## src/rtl/flash_pkg.sv

```systemverilog
// Purpose: shared constants, widths and FSM encoding for the flash operation arbiter.
// Latency: none (declarations only).
// Backpressure: not applicable.
package flash_pkg;

    localparam int FLASH_ADDR_W = 24;
    localparam int FLASH_BNUM_W = 9;

    localparam logic [1:0] FLASH_OP_READ  = 2'd0;
    localparam logic [1:0] FLASH_OP_WRITE = 2'd1;
    localparam logic [1:0] FLASH_OP_ERASE = 2'd2;

    typedef enum logic [1:0] {
        ST_IDLE      = 2'd0,
        ST_GRANT     = 2'd1,
        ST_WAIT_LOW  = 2'd2,
        ST_WAIT_DONE = 2'd3
    } arb_state_e;

endpackage

```

## src/rtl/rr_arb2.sv

```systemverilog
// Purpose: two-input round-robin pick; on a tie the requester that did not win last time wins.
// Latency: purely combinational.
// Backpressure: none; the caller decides when the pick is consumed.
module rr_arb2 (
    input  logic i_valid0,
    input  logic i_valid1,
    input  logic i_last_grant,
    output logic o_grant,
    output logic o_grant_valid
);

    // Tie goes to the requester opposite the last winner; otherwise the lone valid one.
    always_comb begin
        o_grant_valid = i_valid0 | i_valid1;
        if (i_valid0 && i_valid1) begin
            o_grant = ~i_last_grant;
        end else begin
            o_grant = i_valid1;
        end
    end

endmodule

```

## src/rtl/flash_op_arbiter.sv

```systemverilog
// Purpose: gives one of two requesters exclusive use of the SPI flash driver from op handshake to completion.
// Latency: request seen in IDLE at cycle t is presented to the driver at t+1; completion/timeout pulses are combinational.
// Backpressure: driver ready is passed back only to the owner; the other requester is held off, never dropped.
module flash_op_arbiter
    import flash_pkg::*;
#(
    parameter int          P_DATA_WIDTH = 8,
    parameter logic [23:0] P_TIMEOUT    = 24'hFFFFFF
) (
    input  logic                    i_clk,
    input  logic                    i_rst_n,

    input  logic [1:0]              i_req0_op_type,
    input  logic [FLASH_ADDR_W-1:0] i_req0_op_addr,
    input  logic [FLASH_BNUM_W-1:0] i_req0_op_byte_num,
    input  logic                    i_req0_op_valid,
    output logic                    o_req0_op_ready,
    input  logic [P_DATA_WIDTH-1:0] i_req0_write_data,
    input  logic                    i_req0_write_sop,
    input  logic                    i_req0_write_eop,
    input  logic                    i_req0_write_valid,
    output logic [P_DATA_WIDTH-1:0] o_req0_read_data,
    output logic                    o_req0_read_sop,
    output logic                    o_req0_read_eop,
    output logic                    o_req0_read_valid,

    input  logic [1:0]              i_req1_op_type,
    input  logic [FLASH_ADDR_W-1:0] i_req1_op_addr,
    input  logic [FLASH_BNUM_W-1:0] i_req1_op_byte_num,
    input  logic                    i_req1_op_valid,
    output logic                    o_req1_op_ready,
    input  logic [P_DATA_WIDTH-1:0] i_req1_write_data,
    input  logic                    i_req1_write_sop,
    input  logic                    i_req1_write_eop,
    input  logic                    i_req1_write_valid,
    output logic [P_DATA_WIDTH-1:0] o_req1_read_data,
    output logic                    o_req1_read_sop,
    output logic                    o_req1_read_eop,
    output logic                    o_req1_read_valid,

    output logic [1:0]              o_operation_type,
    output logic [FLASH_ADDR_W-1:0] o_operation_addr,
    output logic [FLASH_BNUM_W-1:0] o_operation_byte_num,
    output logic                    o_operation_valid,
    input  logic                    i_operation_ready,

    output logic [P_DATA_WIDTH-1:0] o_write_data,
    output logic                    o_write_sop,
    output logic                    o_write_eop,
    output logic                    o_write_valid,

    input  logic [P_DATA_WIDTH-1:0] i_read_data,
    input  logic                    i_read_sop,
    input  logic                    i_read_eop,
    input  logic                    i_read_valid,

    output logic                    o_owner,
    output logic                    o_busy,
    output logic                    o_op_done,
    output logic                    o_timeout
);

    arb_state_e              state_q, state_d;
    logic                    owner_q, owner_d;
    logic                    last_grant_q, last_grant_d;
    logic [23:0]             cnt_q, cnt_d;

    logic                    arb_grant;
    logic                    arb_vld;
    logic                    cnt_expired;
    logic                    op_done;
    logic                    timeout;

    logic                    own_op_vld;
    logic [1:0]              own_type;
    logic [FLASH_ADDR_W-1:0] own_addr;
    logic [FLASH_BNUM_W-1:0] own_bnum;
    logic [P_DATA_WIDTH-1:0] own_wr_dat;
    logic                    own_wr_sop;
    logic                    own_wr_eop;
    logic                    own_wr_vld;

    rr_arb2 u_rr_arb2 (
        .i_valid0      (i_req0_op_valid),
        .i_valid1      (i_req1_op_valid),
        .i_last_grant  (last_grant_q),
        .o_grant       (arb_grant),
        .o_grant_valid (arb_vld)
    );

    assign cnt_expired = (cnt_q == (P_TIMEOUT - 24'd1));

    // Select the current owner's request fields and write stream.
    always_comb begin
        if (owner_q) begin
            own_op_vld = i_req1_op_valid;
            own_type   = i_req1_op_type;
            own_addr   = i_req1_op_addr;
            own_bnum   = i_req1_op_byte_num;
            own_wr_dat = i_req1_write_data;
            own_wr_sop = i_req1_write_sop;
            own_wr_eop = i_req1_write_eop;
            own_wr_vld = i_req1_write_valid;
        end else begin
            own_op_vld = i_req0_op_valid;
            own_type   = i_req0_op_type;
            own_addr   = i_req0_op_addr;
            own_bnum   = i_req0_op_byte_num;
            own_wr_dat = i_req0_write_data;
            own_wr_sop = i_req0_write_sop;
            own_wr_eop = i_req0_write_eop;
            own_wr_vld = i_req0_write_valid;
        end
    end

    // FSM, owner, round-robin history and watchdog registers.
    always_ff @(posedge i_clk or negedge i_rst_n) begin
        if (!i_rst_n) begin
            state_q      <= ST_IDLE;
            owner_q      <= 1'b0;
            last_grant_q <= 1'b1;
            cnt_q        <= '0;
        end else begin
            state_q      <= state_d;
            owner_q      <= owner_d;
            last_grant_q <= last_grant_d;
            cnt_q        <= cnt_d;
        end
    end

    // Next-state: grant, hand off to the driver, track ready low/high, watchdog.
    always_comb begin
        state_d      = state_q;
        owner_d      = owner_q;
        last_grant_d = last_grant_q;
        cnt_d        = cnt_q;
        op_done      = 1'b0;
        timeout      = 1'b0;
        case (state_q)
            ST_IDLE: begin
                if (arb_vld) begin
                    owner_d = arb_grant;
                    state_d = ST_GRANT;
                end
            end
            ST_GRANT: begin
                if (own_op_vld && i_operation_ready) begin
                    state_d = ST_WAIT_LOW;
                    cnt_d   = '0;
                end else if (!own_op_vld) begin
                    // Owner withdrew before acceptance: no history update.
                    state_d = ST_IDLE;
                end
            end
            ST_WAIT_LOW, ST_WAIT_DONE: begin
                cnt_d = cnt_q + 24'd1;
                // Completion is checked first so it wins over a same-cycle expiry.
                if ((state_q == ST_WAIT_DONE) && i_operation_ready) begin
                    op_done      = 1'b1;
                    state_d      = ST_IDLE;
                    last_grant_d = owner_q;
                    cnt_d        = '0;
                end else if (cnt_expired) begin
                    timeout      = 1'b1;
                    state_d      = ST_IDLE;
                    last_grant_d = owner_q;
                    cnt_d        = '0;
                end else if ((state_q == ST_WAIT_LOW) && !i_operation_ready) begin
                    state_d = ST_WAIT_DONE;
                end
            end
            default: begin
                state_d = ST_IDLE;
            end
        endcase
    end

    // Route op handshake, write stream and read strobes to/from the owner only.
    always_comb begin
        o_operation_valid    = 1'b0;
        o_operation_type     = '0;
        o_operation_addr     = '0;
        o_operation_byte_num = '0;
        o_req0_op_ready      = 1'b0;
        o_req1_op_ready      = 1'b0;
        o_write_data         = '0;
        o_write_sop          = 1'b0;
        o_write_eop          = 1'b0;
        o_write_valid        = 1'b0;
        o_req0_read_data     = i_read_data;
        o_req1_read_data     = i_read_data;
        o_req0_read_sop      = 1'b0;
        o_req0_read_eop      = 1'b0;
        o_req0_read_valid    = 1'b0;
        o_req1_read_sop      = 1'b0;
        o_req1_read_eop      = 1'b0;
        o_req1_read_valid    = 1'b0;
        if (state_q == ST_GRANT) begin
            o_operation_valid    = own_op_vld;
            o_operation_type     = own_type;
            o_operation_addr     = own_addr;
            o_operation_byte_num = own_bnum;
            o_req0_op_ready      = !owner_q && own_op_vld && i_operation_ready;
            o_req1_op_ready      =  owner_q && own_op_vld && i_operation_ready;
        end
        if (state_q != ST_IDLE) begin
            o_write_data  = own_wr_dat;
            o_write_sop   = own_wr_sop;
            o_write_eop   = own_wr_eop;
            o_write_valid = own_wr_vld;
        end
        if ((state_q == ST_WAIT_LOW) || (state_q == ST_WAIT_DONE)) begin
            if (owner_q) begin
                o_req1_read_sop   = i_read_sop;
                o_req1_read_eop   = i_read_eop;
                o_req1_read_valid = i_read_valid;
            end else begin
                o_req0_read_sop   = i_read_sop;
                o_req0_read_eop   = i_read_eop;
                o_req0_read_valid = i_read_valid;
            end
        end
    end

    assign o_owner   = owner_q;
    assign o_busy    = (state_q != ST_IDLE);
    assign o_op_done = op_done;
    assign o_timeout = timeout;

endmodule

```

## config.mk

```make
export PLATFORM = sky130hd
export DESIGN_NAME = flash_op_arbiter
export DESIGN_NICKNAME = d
export VERILOG_FILES = /design/src/rtl/flash_pkg.sv /design/src/rtl/rr_arb2.sv /design/src/rtl/flash_op_arbiter.sv
export SDC_FILE = /design/constraint.sdc
export NUM_CORES = 1
export LEC_CHECK = 0
export ABC_AREA = 1
export CAP_MARGIN = 0
export CORE_UTILIZATION = 25
export CTS_CLUSTER_DIAMETER = 80
export DETAILED_ROUTE_END_ITERATION = 10
export GPL_TIMING_DRIVEN = 0
export PLACE_DENSITY = 0.57
export SLEW_MARGIN = 20
export SYNTH_ARGS = -nofsm -noshare
export SYNTH_HDL_FRONTEND = slang
export SYNTH_SLANG_ARGS = --single-unit
```

## constraint.sdc

```tcl
create_clock -name i_clk -period 3.3 [get_ports i_clk]
set_clock_uncertainty 0.15 [all_clocks]
set_input_delay 0.66 -clock i_clk [delete_from_list [all_inputs] [get_ports i_clk]]
set_output_delay 0.66 -clock i_clk [all_outputs]
set_load 0.01 [all_outputs]
```

# Word-level counts from Yosys, hierarchy flattened
# Cells that the tools add are included.
[totals] ff_bits=28
[classes] n_eq_ne=8 n_mux=49 n_reduce_logical=20 n_bitwise=2 add_sub_neg=1
[op_table] operator="two-way mux 24 bit" count=5
[op_table] operator="case mux 24 bit (2 select lines)" count=1
[op_table] operator="two-way mux 1 bit" count=30
[op_table] operator="adder 24 x 1 -> 24 bit, second input constant" count=1
[op_table] operator="equality test 24 bit, second input constant" count=1
[op_table] operator="two-way mux 9 bit" count=2
[op_table] operator="two-way mux 2 bit" count=8
[op_table] operator="two-way mux 8 bit" count=2
[op_table] operator="logical AND 1 bit" count=8
[op_table] operator="case mux 2 bit (3 select lines)" count=1
[op_table] operator="AND reduction 2 bit" count=3
[op_table] operator="nonzero test 2 bit" count=3
[op_table] operator="equality test 2 bit, second input constant" count=2
[op_table] operator="inequality test 2 bit, second input constant" count=2
[op_table] operator="inequality test 4 bit, second input constant" count=1
[op_table] operator="inequality test 3 bit, second input constant" count=1
[op_table] operator="AND reduction 3 bit" count=1
[op_table] operator="equality test 2 x 1 -> 1 bit, second input constant" count=1
[op_table] operator="zero test 1 bit" count=2
[op_table] operator="zero test 2 bit" count=1
[op_table] operator="OR reduction 2 bit" count=1
[op_table] operator="logical OR 1 bit" count=1
[op_table] operator="inverter 1 bit" count=1
[op_table] operator="bitwise OR 1 bit" count=1

# Logic depth before layout (Yosys ltp)
[depth] ltp_word=6 mapped_depth=12

# By module
# Synthesis repeated with hierarchy kept, for this count alone.
[unflattened] hier_cells=444 area_unflattened_um2=2672.6
[modules_own_cells] module="flash_op_arbiter" area_each_um2=2657.5 instances=1 seq_area_each_um2=701.9 cells_per_inst=441
[modules_own_cells] module="rr_arb2" area_each_um2=15.0 instances=1 seq_area_each_um2=0.0 cells_per_inst=3

# Least setup slack after synthesis
# Ideal clock, no wire load.
[synth_timing] path_type="reg-to-output" from="reg owner_q, in the netlist o_owner" to="out o_operation_addr[16]" t_arrival_ns=1.304 required_time_ns=2.490 stages_incl_launch_ff=6 setup_slack_ns=1.186 path_buffers=2 path_cell_list="dfrtp_1 -> inv_1 -> clkbuf_1 -> buf_2 -> nand2_1 -> a21oi_1"
[synth_via] elab_chain_cells=2
[synth_rtl] element="start: declaration" line="flash_op_arbiter.sv:64" source="logic owner_q, owner_d;"
[synth_rtl] element="start signal: assignment" line="flash_op_arbiter.sv:125" source="owner_q <= owner_d;"
[synth_rtl] element="two-way mux 24 bit" line="flash_op_arbiter.sv:95" source="if (owner_q) begin"
[synth_rtl] element="two-way mux 24 bit" line="flash_op_arbiter.sv:198" source="if (state_q == ST_GRANT) begin"
[synth_rtl] element="end: declaration" line="flash_op_arbiter.sv:42" source="output logic [FLASH_ADDR_W-1:0] o_operation_addr,"
# No other way between the ends.

# Final worst setup path
[layout_timing] from="reg owner_q, in the netlist o_owner" to="out o_operation_addr[17]"
# The elaborated chain is that of the path after synthesis.

==> results.yml <==
cts:
  h-tree-depth: 1
  clk_latency_ps: 280
  cts_tree: "built"
  clk_pin_slew_ps: 100
  cts_hold_buf: 0
  cts-root-buf: "clkbuf_8"
  cts_max_path_buffers: 2
  ctsResizeCount: 0
  post-cts-setup-buffers: 0
  cts.sinks: 28
  numCtsBuffers: 3
worst_hold_path:
  hold_class: "in -> async"
sta:
  grt_setup_unrepaired: "false"
  finalSetupTns_ps: 0
  setup_viol: 0
  clock.fmax_ghz: 0.324
  max_slew_margin: 0.560
  finalCritPeriodShare: 0.936
  final-hold-violation-count: 0
  final.setup.worst_slack_ps: 210
  tightest_slew_ps: 660
  slew_violations: 0
  period_minus_slack_ps: 3090
power:
  sw_frac_of_total: 0.468
  p_int_mw: 1.36
  p_seq_frac: 0.168
  ir_worst_vdd_uv: 248
  finalPower_mw: 2.55
  leakagePower_nw: 2.05
  switching_power_mw: 1.19
  combPwrFrac: 0.744
  cellPowerDensity_mw_per_mm2: 542
  pwr-share-clk: 0.088
logic_synthesis:
  syn_area_mm2: 0.00274
  netlist.top_cell.by_area: "nand2_1"
  synth_top_flop_cell: "dfrtp_1"
  synth-async-reset-ratio: 1.00
  ys_seq_area_frac: 0.256
  yosys.cell_count.top_type: "nand2_1"
  synth.area.top_cells: "nand2_1 (25%), dfrtp_1 (25%), a21oi_1 (9.0%), nand3_1 (5.1%), inv_1 (5.1%)"
  synth.net_count: 570
  synthTopCellsByCount: "nand2_1 (184), a21oi_1 (49), inv_1 (37), nor2_1 (37), nand3_1 (28)"
  synth_edf_count: 0
  ys_types: 30
  ys_warn_count: 0
  ys_seq_elements: 28
  avgSynthCellArea_um2: 5.95
  syn_inst: 460
  yosys.area.top_type_share: 0.252
grt:
  grt_pass1_wl_um: 17400
  grt_pass1_vias: 3283
  track_usage: 0.192
  grt_max_degree: 29
  grt_overflow: 0
  antenna_found_initial: 0
cells_and_area:
  multi_input_area_mm2: 0.00166
  fillers: 1093
  antenna_cells: 0
  utilization: 0.450
  drive_gt1_frac: 0.0893
  regArea_um2: 702
  syn_to_final_growth_pct: 71.8
  final_cells: 774
  fin_nets: 749
detailed_routing:
  firstDrtPassIters: 7
  drc: 0
  first_iter_violations: 260
  vias: 3437
  vias_per_cell: 4.44
  avgRoutedWirePerCell_um: 14.6
  wl_um: 11300
  drtAntennaViolNets: 0
setup_path:
  r2r_slack_ps: 1410
  reg2reg_from: "cnt_q[0]$_DFFE_PN0P_"
  critPathKind: "reg -> out"
  cp_max_fo: 10
  rr_worst_depth: 12
  endpoint_kind: "primary output"
  startpoint_type: "register"
  crit_arrival_ps: 2280
  r2r-end: "cnt_q[20]$_DFFE_PN0P_"
  required_ps: 2490
place:
  dp_hpwl_um: 9330
  place_inst: 770
  numPortBuffers: 174
  finalWeightedCongestion: 0.820
  place_ws_ps: 343
floorplan:
  die-area_mm2: 0.0114
  start_util: 0.262
  fp.dieW_um: 107
  num_rows: 37
  io_pins: 183
  coreArea_mm2: 0.0105
  die_h_um: 107
status:
  status: "complete, no violations"
flow_run:
  max_cap_violations: 0
## power groups by stage
stage	Clock [mW]	Combinational, mW	Sequential (mW)
floorplan	0	0.941	0.430
global placement	0	1.88	0.433
detailed placement	0	1.90	0.435
CTS	0.231	1.91	0.428
global route	0.244	2.07	0.437
finish	0.224	1.90	0.429
## kinds of logic (layout without fill, tap and decap cells)
| logic type | Yosys count | after routing | synth area share |
|---|---|---|---|
| adders and majority gates | 2 | 2 | 0.00914 |
| xor gates and xnor gates | 7 | 7 | 0.0224 |
| and+or+nand+nor | 282 | 282 | 0.451 |
| DFF | 28 | 28 | 0.256 |
| AOI/OAI and AO/OA | 65 | 65 | 0.125 |
| buffers and inverters | 76 | 254 | 0.137 |
## sequential cells by signal, indices dropped and copies added, names as in the netlist
| name | flops |
|---|---|
| cnt_q | 24 |
| state_q | 2 |
| last_grant_q | 1 |
| o_owner | 1 |
## worst max-delay path, stage by stage, from the launching register on
cell and delay [ps]:
dfrtp_1 440, inv_1 180, clkbuf_2 270, buf_2 270
nand2_1 80, a21oi_1 160, clkdlybuf4s50_1 590
## worst max path at each step
| stage | slack (ps) | depth (start not counted) | from | end |
|---|---|---|---|---|
| floorplan | 1190 | 5 | o_owner$_DFFE_PN0P_ | o_operation_addr[16] |
| global route | 40 | 6 | o_owner$_DFFE_PN0P_ | o_operation_addr[22] |
| CTS | 10 | 6 | o_owner$_DFFE_PN0P_ | o_operation_addr[22] |
| global placement | 360 | 5 | i_operation_ready | o_timeout |
| detailed placement | 340 | 6 | o_owner$_DFFE_PN0P_ | o_operation_addr[22] |
| finish | 210 | 6 | o_owner$_DFFE_PN0P_ | o_operation_addr[17] |
## cell type report
type	instances	area share
Multi-Input combinational cell	356	0.353
Tap cell	136	0.0362
Clock buffer	4	0.0117
Buffer	35	0.0479
Inverter	41	0.0327
Timing Repair Buffer	174	0.369
Sequential cell	28	0.149
## metrics by stage
stage | hold slack (ps) | area (um2)
3_3_place_gp | 308 | 4650
2_1_floorplan | 214 | 2740
6_report | 242 | 4710
5_1_grt | 298 | 4710
4_1_cts | 270 | 4700
3_5_place_dp | 319 | 4650
## metal layers
layer | track usage | part of all wire | vias up
li1 | - | - | 1794
met1 | 0.260 | 0.46 | 1534
met2 | 0.324 | 0.48 | 101
met3 | 0.0389 | 0.059 | 8
met4 | 0.0196 | 0.0075 | 0
met5 | 0 | 0 | -
## cell usage in the layout (no fill, tap or decap), types with 4 or more instances in the layout
cell type        instances
nand3_2                  7
inv_2                    4
nand2_1                184
clkbuf_2                 4
clkbuf_1                 6
xor2_1                   7
buf_4                   17
nand2_2                  4
nand3_1                 28
o21ai_0                  8
clkbuf_8                 4
o21bai_1                 5
inv_1                   37
nand4_1                  7
a21oi_1                 49
clkdlybuf4s50_1        173
nor2_1                  37
nor3_1                   4
dfrtp_1                 27
(Power assumes the default switching activity.)
